$ cat src/rtl/scurve_data_packer_if.sv
// Handshake and FIFO-write bundle between the S-curve controller, the packer and SCurve_Data_FIFO.
// The slave modport is the packer's view of the bundle; the master modport is the controller/FIFO side.
`timescale 1ns/1ps
interface scurve_data_packer_if;
    logic        test_start;
    logic        test_done;
    logic        point_valid;
    logic        point_ready;
    logic [5:0]  channel;
    logic [9:0]  dac_code;
    logic [31:0] trig_count;
    logic [15:0] fifo_din;
    logic        fifo_wr_en;
    logic        fifo_full;
    logic        test_active;
    logic [15:0] word_count;

    modport master (
        output test_start, test_done, point_valid, channel, dac_code, trig_count, fifo_full,
        input  point_ready, fifo_din, fifo_wr_en, test_active, word_count
    );

    modport slave (
        input  test_start, test_done, point_valid, channel, dac_code, trig_count, fifo_full,
        output point_ready, fifo_din, fifo_wr_en, test_active, word_count
    );
endinterface

$ cat src/rtl/scurve_data_packer.sv
// Frames S-curve point results as header, three data words per point, tail; 1-cycle accept-to-write latency.
// FIFO writes are gated combinationally by fifo_full; the FSM holds (and fifo_din stays stable) while full.
`timescale 1ns/1ps
module scurve_data_packer #(
    parameter logic [15:0] HEADER_WORD = 16'h5343,
    parameter logic [15:0] TAIL_WORD   = 16'h4E44
) (
    input  logic                  clk,
    input  logic                  rst,
    scurve_data_packer_if.slave   pk
);

    typedef enum logic [2:0] {
        IDLE    = 3'd0,
        HDR     = 3'd1,
        WAIT_PT = 3'd2,
        W0      = 3'd3,
        W1      = 3'd4,
        W2      = 3'd5,
        TAIL    = 3'd6
    } state_t;

    state_t      state_q, state_d;
    logic [5:0]  channel_q, channel_d;
    logic [9:0]  dac_code_q, dac_code_d;
    logic [31:0] trig_count_q, trig_count_d;
    logic        done_pending_q, done_pending_d;
    logic [15:0] word_count_q, word_count_d;

    logic        wr_en;
    logic [15:0] din;
    logic        ready;

    always_ff @(posedge clk or posedge rst) begin
        if (rst) begin
            state_q        <= IDLE;
            channel_q      <= '0;
            dac_code_q     <= '0;
            trig_count_q   <= '0;
            done_pending_q <= 1'b0;
            word_count_q   <= '0;
        end else begin
            state_q        <= state_d;
            channel_q      <= channel_d;
            dac_code_q     <= dac_code_d;
            trig_count_q   <= trig_count_d;
            done_pending_q <= done_pending_d;
            word_count_q   <= word_count_d;
        end
    end

    always_comb begin
        state_d        = state_q;
        channel_d      = channel_q;
        dac_code_d     = dac_code_q;
        trig_count_d   = trig_count_q;
        done_pending_d = done_pending_q;
        word_count_d   = word_count_q;
        wr_en          = 1'b0;
        din            = '0;
        ready          = 1'b0;

        case (state_q)
            IDLE: begin
                if (pk.test_start) begin
                    state_d      = HDR;
                    word_count_d = '0;
                end
            end
            HDR: begin
                din   = HEADER_WORD;
                wr_en = !pk.fifo_full;
                if (pk.test_done) done_pending_d = 1'b1;
                if (wr_en) state_d = WAIT_PT;
            end
            WAIT_PT: begin
                ready = 1'b1;
                if (pk.point_valid) begin
                    channel_d    = pk.channel;
                    dac_code_d   = pk.dac_code;
                    trig_count_d = pk.trig_count;
                    state_d      = W0;
                    if (pk.test_done) done_pending_d = 1'b1;
                end else if (pk.test_done || done_pending_q) begin
                    // A done seen during HDR is honoured here rather than waiting for another pulse.
                    state_d = TAIL;
                end
            end
            W0: begin
                din   = {channel_q, dac_code_q};
                wr_en = !pk.fifo_full;
                if (pk.test_done) done_pending_d = 1'b1;
                if (wr_en) state_d = W1;
            end
            W1: begin
                din   = trig_count_q[31:16];
                wr_en = !pk.fifo_full;
                if (pk.test_done) done_pending_d = 1'b1;
                if (wr_en) state_d = W2;
            end
            W2: begin
                din   = trig_count_q[15:0];
                wr_en = !pk.fifo_full;
                if (pk.test_done) done_pending_d = 1'b1;
                if (wr_en) state_d = (done_pending_q || pk.test_done) ? TAIL : WAIT_PT;
            end
            TAIL: begin
                din   = TAIL_WORD;
                wr_en = !pk.fifo_full;
                if (wr_en) begin
                    state_d        = IDLE;
                    done_pending_d = 1'b0;
                end
            end
            default: state_d = IDLE;
        endcase

        if (wr_en) word_count_d = word_count_q + 16'd1;
    end

    assign pk.fifo_wr_en  = wr_en;
    assign pk.fifo_din    = din;
    assign pk.point_ready = ready;
    assign pk.test_active = (state_q != IDLE);
    assign pk.word_count  = word_count_q;

endmodule

$ cat src/flat_wrapper.sv
// flat-port wrapper written by rule: the top's interface ports become plain ports
module scurve_data_packer_flat 
#(
    parameter logic [15:0] HEADER_WORD = 16'h5343,
    parameter logic [15:0] TAIL_WORD   = 16'h4E44
)
  (clk, rst, pk_test_start, pk_test_done, pk_point_valid, pk_channel, pk_dac_code, pk_trig_count, pk_fifo_full, pk_point_ready, pk_fifo_din, pk_fifo_wr_en, pk_test_active, pk_word_count);
  scurve_data_packer_if pk_i ();
  input  logic clk;
  input  logic rst;
  input wire logic [$bits(pk_i.test_start)-1:0] pk_test_start;
  input wire logic [$bits(pk_i.test_done)-1:0] pk_test_done;
  input wire logic [$bits(pk_i.point_valid)-1:0] pk_point_valid;
  input wire logic [$bits(pk_i.channel)-1:0] pk_channel;
  input wire logic [$bits(pk_i.dac_code)-1:0] pk_dac_code;
  input wire logic [$bits(pk_i.trig_count)-1:0] pk_trig_count;
  input wire logic [$bits(pk_i.fifo_full)-1:0] pk_fifo_full;
  output wire logic [$bits(pk_i.point_ready)-1:0] pk_point_ready;
  output wire logic [$bits(pk_i.fifo_din)-1:0] pk_fifo_din;
  output wire logic [$bits(pk_i.fifo_wr_en)-1:0] pk_fifo_wr_en;
  output wire logic [$bits(pk_i.test_active)-1:0] pk_test_active;
  output wire logic [$bits(pk_i.word_count)-1:0] pk_word_count;
  assign pk_i.test_start = pk_test_start;
  assign pk_i.test_done = pk_test_done;
  assign pk_i.point_valid = pk_point_valid;
  assign pk_i.channel = pk_channel;
  assign pk_i.dac_code = pk_dac_code;
  assign pk_i.trig_count = pk_trig_count;
  assign pk_i.fifo_full = pk_fifo_full;
  assign pk_point_ready = pk_i.point_ready;
  assign pk_fifo_din = pk_i.fifo_din;
  assign pk_fifo_wr_en = pk_i.fifo_wr_en;
  assign pk_test_active = pk_i.test_active;
  assign pk_word_count = pk_i.word_count;
  scurve_data_packer #(.HEADER_WORD(HEADER_WORD), .TAIL_WORD(TAIL_WORD)) u_core (.clk(clk), .rst(rst), .pk(pk_i));
endmodule
$ cat config.mk
export PLATFORM = sky130hd
export DESIGN_NAME = scurve_data_packer_flat
export DESIGN_NICKNAME = d
export VERILOG_FILES = /design/src/rtl/scurve_data_packer_if.sv /design/src/rtl/scurve_data_packer.sv /design/src/flat_wrapper.sv
export SDC_FILE = /design/constraint.sdc
export NUM_CORES = 1
export LEC_CHECK = 0
export CAP_MARGIN = 0
export CORE_MARGIN = 1
export CORE_UTILIZATION = 48
export DETAILED_ROUTE_END_ITERATION = 7
export MAX_ROUTING_LAYER = met4
export PLACE_DENSITY = 0.9
export SLEW_MARGIN = 40
export SYNTH_ARGS = -nofsm -noshare
export SYNTH_HDL_FRONTEND = slang
export SYNTH_SLANG_ARGS = --single-unit
$ cat constraint.sdc
create_clock -name clk -period 2.8 [get_ports clk]
set_clock_uncertainty 0.1 [all_clocks]
set_input_delay 0.42 -clock clk [delete_from_list [all_inputs] [get_ports clk]]
set_output_delay 0.42 -clock clk [all_outputs]
set_load 0.02 [all_outputs]
Word-level counts from Yosys, hierarchy flattened
Cells that the tools add are included.
{"block": "totals", "register_bits": 68, "word_cells": 54, "output_inout_bits": 35, "input_bits": 54}
{"block": "op_classes", "n_reduce_logical": 13, "add_sub_neg": 1, "eq_ne": 14, "muxes": 20}
{"operator": "case mux 16 bit (5 select lines)", "count": 1}
{"operator": "2-to-1 mux 16 bit", "count": 3}
{"operator": "2-to-1 mux 3 bit", "count": 9}
{"operator": "case mux 3 bit (7 select lines)", "count": 1}
{"operator": "adder 16 x 1 -> 16 bit (second input constant)", "count": 1}
{"operator": "inequality test 2 bit (second input constant)", "count": 7}
{"operator": "== test 3 bit (second input constant)", "count": 3}
{"operator": "AND reduction 7 bit", "count": 1}
{"operator": "== test 3 x 2 -> 1 bit (second input constant)", "count": 2}
{"operator": "nonzero test 3 bit", "count": 2}
{"operator": "2-to-1 mux 1 bit", "count": 5}
{"operator": "OR reduction 5 bit", "count": 1}
{"operator": "AND reduction 2 bit", "count": 2}
{"operator": "nonzero test 2 bit", "count": 2}
{"operator": "OR reduction 4 bit", "count": 1}
{"operator": "== test 3 x 1 -> 1 bit (second input constant)", "count": 1}
{"operator": "logical NOT 3 bit", "count": 1}
{"operator": "inequality test 3 x 2 -> 1 bit (second input constant)", "count": 1}
{"operator": "case mux 1 bit (3 select lines)", "count": 1}
{"operator": "AND reduction 3 bit", "count": 1}
{"operator": "logical NOT 1 bit", "count": 1}
{"operator": "logical OR 1 bit", "count": 1}

Depth between registers and ports, before layout
{"block": "logic_depth", "ltp_word": 5, "mapped_depth": 7}

Worst setup path after synthesis
No wires, ideal clock.
{"block": "synth_path", "kind": "register -> register", "start": "reg u_core.state_q[0]", "end": "reg u_core.channel_q[0]", "t_required_ps": 2575, "n_path_buf": 3, "arrival_time_ps": 2024, "stages_incl_launch_ff": 7, "setup_time_ps": 125, "path_slack_ps": 552, "cell_sequence": "dfrtp_1 buf_2 nor3b_1 and2_1 buf_2 buf_2 mux2_2"}
{"block": "synth_between", "elab_chain_len": 2}
{"element": "start, declared", "line_no": "scurve_data_packer.sv:23", "source": "state_t state_q, state_d;"}
{"element": "start signal, assigned", "line_no": "scurve_data_packer.sv:43", "source": "state_q <= state_d;"}
{"element": "== test 3 x 2 -> 1 bit", "line_no": "scurve_data_packer.sv:63", "source": "case (state_q)"}
{"element": "AND reduction 2 bit (no source line)"}
{"element": "end signal, assigned", "line_no": "scurve_data_packer.sv:44", "source": "channel_q <= channel_d;"}
{"element": "end, declared", "line_no": "scurve_data_packer.sv:24", "source": "logic [5:0] channel_q, channel_d;"}
Every way passes these cells.
A chain may end at the register's enable or synchronous reset.

Worst setup path after layout
{"block": "layout_path", "start": "reg u_core.state_q[0]", "end": "out pk_fifo_din[15]"}
{"block": "layout_between", "elab_chain_len": 2, "word_cells_on_any_way": 6}
{"element": "== test 3 bit (tied with other cells)", "line_no": "scurve_data_packer.sv:63"}
{"element": "case mux 16 bit (5 select lines) *", "line_no": "scurve_data_packer.sv:63"}
{"element": "end, declared", "line_no": "flat_wrapper.sv:19", "source": "output wire logic [$bits(pk_i.fifo_din)-1:0] pk_fifo_din;"}
Every way passes the cells marked *; elsewhere a longest branch is shown, timed or not.

==> reports/metrics.csv <==
stage,metric,value,unit
setup_path,Top Family by Delay on Critical Path,buffers and inverters,
synthesis,register area share after synthesis,0.528,
cells_and_area,fin cells,464,
drt,initial DRC count,165,
setup_path,worst-path maximum fanout,10,
power_and_ir_drop,VDD IR max,0.572,mV
placement,placed cell areas,0.00424,mm²
global_route,global-route met3 utilization,0.0465,
clocking,CTS root buffer,clkbuf_8,
cells_and_area,Ant. Diodes,0,
synthesis,"flops & latches, synth",68,
sta,Final Critical Period,2.68,ns
placement,Place WS,0.238,ns
placement,placer congestion estimate,0.840,
drt,Vias,2601,
global_route,GR Util met1,0.288,
clocking,setup bufs post-CTS,0,
synthesis,Syn. warnings,0,
clocking,cts bufs inserted,9,
run_status,status,"complete, but fails checks",
clocking,PostCTS Resize Cnt,6,
hold_path,Worst Hold Class,input port to async pin,
sta,final setup violation count,0,
drt,drt wl/cell,16.0,µm
sta,RSZ-0062 raised after global routing,no,
clocking,H-tree Lvls,3,
global_route,grt met2 use,0.380,
setup_path,worst path cell trace,"clkinv_1, o21ai_0, clkdlybuf4s50_1",
floorplan,Core Box Area,0.00642,mm²
clocking,hold bufs inserted after CTS,0,
power_and_ir_drop,static leakage,1.97,nW
cells_and_area,nets,437,
global_route,antenna violations before repair,0,
clocking,Worst-path clk slew,0.07,ns
floorplan,starting density of the core,0.502,
clocking,CTS tree,built,
setup_path,CP required,2.28,ns
cells_and_area,fin area,0.00451,mm²
clocking,# clock sinks,68,
sta,max frequency,373,MHz
sta,final hold violation count,0,
setup_path,Slowest Stage Delay on Critical Path,0.63,ns
placement,port buffer count,88,
setup_path,worst path bufs/invs,2,
synthesis,"Top FF cell, synth",dfrtp_1,
drt,1st-pass router iterations,6,
setup_path,element type at the critical path start,register,
run,total of max-cap violations,0,
run_status,failing checks,DRC,
global_route,vias in the first global route,2709,
clocking,Clock Tree Buf Depth,2,
synthesis,syn_nets,343,
sta,Tcrit/Tclk final,0.958,
cells_and_area,"commonest non-fill, non-tap cells in the layout","clkdlybuf4s50_1, dfrtp_1, mux2_2",
placement,Post-DP HPWL,5250,µm
floorplan,IO Count,89,
sta,Slew HR,0.588,
cells_and_area,"most common cell after layout, fill and taps aside",clkdlybuf4s50_1,
synthesis,"Distinct cells, synth",40,
drt,drt drc,10,
sta,fin. max-slew vios,0,
global_route,Tot GR Track Use,0.236,
sta,setup TNS,0,ns
synthesis,synthesized instance count,288,
floorplan,die height,84.0,µm
synthesis,asr flop ratio synth,1.00,
power_and_ir_drop,pwr dens,1010,mW/mm²
cells_and_area,Syn-to-layout area delta,39.8,%
clocking,Clock Latency Late Sink,0.34,ns
global_route,first-pass GRT wire length,12600,µm
floorplan,die area,0.00705,mm²
drt,post-route antenna net violation count,0,
floorplan,cell row count,29,
drt,vias per cell,5.61,
synthesis,Mean Syn Cell Area,11.2,µm²
global_route,gr ovfl total,0,
setup_path,CP endpoint kind,output port,
drt,final WL,7430,µm
global_route,largest net degree at the start of global routing,53,
sta,final worst setup slack,0.117,ns
synthesis,Post-synth EDFFs,0,
sta,Slew @ Worst Pin,0.618,ns
placement,placed cells,448,
floorplan,die width,84.0,µm
setup_path,Crit path arrival time,2.16,ns
synthesis,Synth Cell Area,0.00323,mm²
cells_and_area,share of layout cells above drive strength 1,0.212,
global_route,most used routing layer,met2,
setup_path,critical path type,register to output port,
setup_path,Crit-path slowest cell,clkdlybuf4s50_1,
sta,hold_ws,0.375,ns
## cell type report
cell class / instances / area (µm²)
clock buffer: 10 / 138
clock inverter: 6 / 111
fill: 479 / 1910
inverter: 10 / 37.5
multi-input combinational: 193 / 1420
sequential: 68 / 1700
tap: 77 / 96.3
timing repair buffer: 100 / 1000
## cells in the mapped netlist, types with 2 or more instances
| cell | n | area, µm² |
|---|---|---|
| nor2b_1 | 2 | 12.5 |
| and3_1 | 2 | 12.5 |
| o31ai_1 | 2 | 15.0 |
| o211ai_1 | 3 | 22.5 |
| o2bb2ai_1 | 4 | 35.0 |
| inv_1 | 9 | 33.8 |
| o21ai_0 | 32 | 160 |
| or3_1 | 2 | 12.5 |
| clkbuf_1 | 9 | 33.8 |
| mux2i_1 | 10 | 100 |
| nor3_1 | 5 | 25.0 |
| a22o_1 | 7 | 61.3 |
| mux2_2 | 46 | 518 |
| or4_1 | 2 | 15.0 |
| and2_1 | 3 | 18.8 |
| nand4_1 | 5 | 31.3 |
| nand2_1 | 29 | 109 |
| nor2_1 | 10 | 37.5 |
| a22oi_1 | 6 | 45.0 |
| buf_2 | 7 | 35.0 |
| a21oi_1 | 3 | 15.0 |
| dfrtp_1 | 68 | 1700 |
| nand3_1 | 5 | 25.0 |
## metrics by stage
| stage | total power [mW] | util |
|---|---|---|
| 2_1_floorplan | 2.82 | - |
| 3_3_place_gp | 3.51 | 0.660 |
| 3_5_place_dp | 3.57 | 0.660 |
| 4_1_cts | 4.58 | 0.700 |
| 5_1_grt | 4.81 | 0.702 |
| 6_report | 4.54 | 0.702 |
## worst register-to-register path, delay by kind of cell (launching register included)
family	cells	cell delay, ns
and+or+nand+nor	2	0.64
muxes	1	0.39
DFF	1	0.40
buffers and inverters	2	0.54
## final timing paths
kind,endpoint,depth (start not counted),slack (ns),startpoint
setup / recovery,pk_fifo_din[15],3,0.12,u_core.state_q[0]$_DFFE_PP0P_
hold / removal,u_core.pk.word_count[15]$_DFFE_PP0P_,2,0.38,rst
setup reg to reg,u_core.trig_count_q[24]$_DFFE_PP0P_,5,0.62,u_core.state_q[1]$_DFFE_PP0P_
hold reg to reg,u_core.pk.word_count[15]$_DFFE_PP0P_,1,0.38,u_core.pk.word_count[15]$_DFFE_PP0P_
max in group asynchronous,u_core.trig_count_q[11]$_DFFE_PP0P_,3,1.60,rst
min in group clk,u_core.pk.word_count[15]$_DFFE_PP0P_,1,0.38,u_core.pk.word_count[15]$_DFFE_PP0P_
## flip-flops by register name (all words and copies together) (netlist names)
| register | cells |
|---|---|
| u_core.channel_q | 6 |
| u_core.dac_code_q | 10 |
| u_core.done_pending_q | 1 |
| u_core.pk.word_count | 16 |
| u_core.state_q | 3 |
| u_core.trig_count_q | 32 |
## where the power goes
group | switching (mW) | leakage, nW | internal, mW
sequential | 0.259 | 0.841 | 1.38
combinational | 0.921 | 1.01 | 0.981
clock | 0.382 | 0.122 | 0.616
## cells by family after synthesis
logic type                 Yosys count  synth area share
buffers and inverters               27            0.0365
muxes                               56             0.192
adders and majority gates            2           0.00698
AOI/OAI and AO/OA                   64             0.129
DFF                                 68             0.528
and+or+nand+nor                     71             0.109
## metal layers
layer | up-vias | share of wire
met4 | 0 | 0.017
met1 | 1266 | 0.43
met2 | 85 | 0.50
met5 | - | 0
met3 | 14 | 0.055
li1 | 1236 | -
Power figures use the tool's default switching activity.
==> RTL change (same flow settings) <==
Encoding of `state_t`: now one-hot (7 bits for 7 states).
--- a/src/rtl/scurve_data_packer.sv
+++ b/src/rtl/scurve_data_packer.sv
@@ -12,10 +12,10 @@
 
-    typedef enum logic [2:0] {
-        IDLE    = 3'd0,
-        HDR     = 3'd1,
-        WAIT_PT = 3'd2,
-        W0      = 3'd3,
-        W1      = 3'd4,
-        W2      = 3'd5,
-        TAIL    = 3'd6
+    typedef enum logic [6:0] {
+        IDLE    = 7'b0000001,
+        HDR     = 7'b0000010,
+        WAIT_PT = 7'b0000100,
+        W0      = 7'b0001000,
+        W1      = 7'b0010000,
+        W2      = 7'b0100000,
+        TAIL    = 7'b1000000
     } state_t;
Behaviour: same outputs for any inputs over 10 cycles, from zero or initial values and one cycle with rst high; not proved beyond that.
==> RTL change against the unedited design <==
  * Routed wire length rose by 18%
  * Register-to-register slack got worse by 0.32 ns
  * Clock power fell by 27%
  * Largest power group is now registers
  * Largest cell class unchanged
  * Count of clock-buffer cells in the layout rose by 1
  * Critical endpoint is now pk_test_active
  * Area after synthesis rose by 8.3%
  * Design area rose by 5.3%
  * Total power fell by 26%
  * Sequential cell count rose by 4
  * Via count rose by 12%
  * Setup slack got worse by 0.057 ns
  * Core utilization fell by 1.5 points
==> RTL change: results (changes against the unedited design) <==
stage;metric;value;unit;change
clock_network;H-tree depth;3;;unchanged
place;DP Cell Count;489;;+9.2%
clock_network;post-CTS setup buffer count;0;;unchanged
cells_and_area;Finished Layout Cells;506;;+9.1%
clock_network;clock root cell;clkbuf_8;;
worst_setup_path;Top Family by Delay on Critical Path;buffers and inverters;;
cells_and_area;Most flops, register;u_core.trig_count_q;;
power_and_ir_drop;Int Pwr;2260;µW;-24%
clock_network;post-cts resize count;21;;+15
yosys;warnings from Yosys;0;;unchanged
cells_and_area;Layout Nets;460;;+5.3%
min_path;Hold Crit Class;in2async;;
yosys;Synth area leader;dfrtp_1;;
route;Pre-Repair DR Iteration Count;5;;-1
cells_and_area;layout cell share with drive strength beyond 1;0.251;;+0.0393
global_routing;Overall Global Routing Usage;0.256;;+0.0198
yosys;post-synthesis mux area share;0.187;;-0.00437
yosys;adder-cell area share of the yosys netlist;0.00358;;-0.00340
sta;Slew headroom;0.594;;+0.00640
worst_setup_path;Worst R2R Start;u_core.state_q[4];;
route;via count;2907;;+12%
sta;Fin. Hold Viols;0;;unchanged
worst_setup_path;CP Capture Type;primary output;;
yosys;Post-synth ARST share;1.00;;unchanged
global_routing;initial antenna violation count;0;;unchanged
power_and_ir_drop;Leak Pwr;0.00218;µW;+10%
yosys;count of different cell masters after synthesis;47;;+18%
yosys;Post-Syn Nets;360;;+5.0%
yosys;synthesized instance count;305;;+5.9%
clock_network;clock-pin slew of the registers on the worst-case setup and hold paths;0.08;ns;
yosys;complex-gate fraction of the synthesized area;0.0942;;-0.0346
global_routing;largest net degree at the start of global routing;73;;+38%
cells_and_area;max reg flops;32;;unchanged
global_routing;vias in the first global route;2959;;+9.2%
worst_setup_path;crit path from;u_core.state_q[0];;
place;DP Wirelength;5960;µm;+14%
clock_network;CTS Buffer Depth;2;;unchanged
route;DR iter-0 viols;195;;+18%
cells_and_area;n_diodes;0;;unchanged
place;I/O Buffers;88;;unchanged
yosys;Synth area leaders;dfrtp_1, mux2_2, nand3_1, nand2_1, mux2i_1;;
clock_network;CTS Buf Count;9;;unchanged
power_and_ir_drop;VDD IR-drop max;0.514;mV;-10%
worst_setup_path;Critical Path Max Stage Delay;0.57;ns;-0.06 ns
yosys;register area share after synthesis;0.516;;-0.0116
global_routing;first-pass GRT wire length;14200;µm;+12%
place;GP Congestion;0.851;;+1.3%
worst_setup_path;Worst path slowest cell;clkdlybuf4s50_1;;
worst_setup_path;Max FO, Critical Path;6;;-4
yosys;Post-synth top cells;dfrtp_1, mux2_2, nand2_1, nand3_1, inv_1;;
route;wire length per cell;17.3;µm;+8.3%
outcome;status;finished clean;;
worst_setup_path;Worst EP arrival;2.22;ns;+0.06 ns
yosys;XOR/XNOR Fraction of Synth Area;0.0100;;+0.0100
RTL change: cell types whose count changed in the layout (fill, tap and decap cells not counted), sizes merged, moves of 7 or more:
cell	change
nor4	+8
clkbuf	+9
clkdlybuf4s50	-9
a22o	-7
nand3	+20
o21ai	-25
RTL change: layer usage:
| metal | vias up | part of all wire | wire length (µm) | GRT usage |
|---|---|---|---|---|
| met1 | 1428 | 0.40 | 3500 | 0.292 |
| li1 | 1320 | - | - | - |
| met5 | - | 0 | 0 | - |
| met4 | 0 | 0.025 | 216 | 0.128 |
| met3 | 23 | 0.067 | 588 | 0.0664 |
| met2 | 136 | 0.51 | 4470 | 0.417 |
RTL change: power groups by stage:
stage	Clock (µW)	Sequential (µW)	Combinational, µW
floorplan	0	1500	692
global placement	0	1520	1070
detailed placement	0	1530	1120
CTS	746	1520	1100
global route	795	1550	1220
finish	729	1520	1120
RTL change: stage by stage:
stage               total power, µW  instance area, µm²  setup WS (ns)
floorplan                      2190                3490          0.274
global placement               2580                4590          0.187
detailed placement             2650                4590          0.118
CTS                            3370                4760         0.0473
global route                   3560                4750        -0.0541
finish                         3370                4750         0.0606
RTL change: final timing paths:
| kind | endpoint | slack (ns) | depth (start not counted) |
|---|---|---|---|
| max | pk_test_active | 0.06 | 5 |
| min | u_core.pk.word_count[0] | 0.35 | 3 |
| max reg2reg | u_core.pk.word_count[12] | 0.30 | 7 |
| min reg2reg | u_core.pk.word_count[15] | 0.39 | 1 |
| max in group asynchronous | u_core.state_q[0] | 1.90 | 3 |
| min in group clk | u_core.pk.word_count[15] | 0.39 | 1 |
RTL change: final cells by class:
type	instances	area [µm²]
Clock buffer	11	141
Clock inverter	5	32.5
Fill cell	536	2160
Inverter	12	45.0
Multi-Input combinational cell	205	1600
Sequential cell	72	1800
Tap cell	96	120
Timing Repair Buffer	105	1000
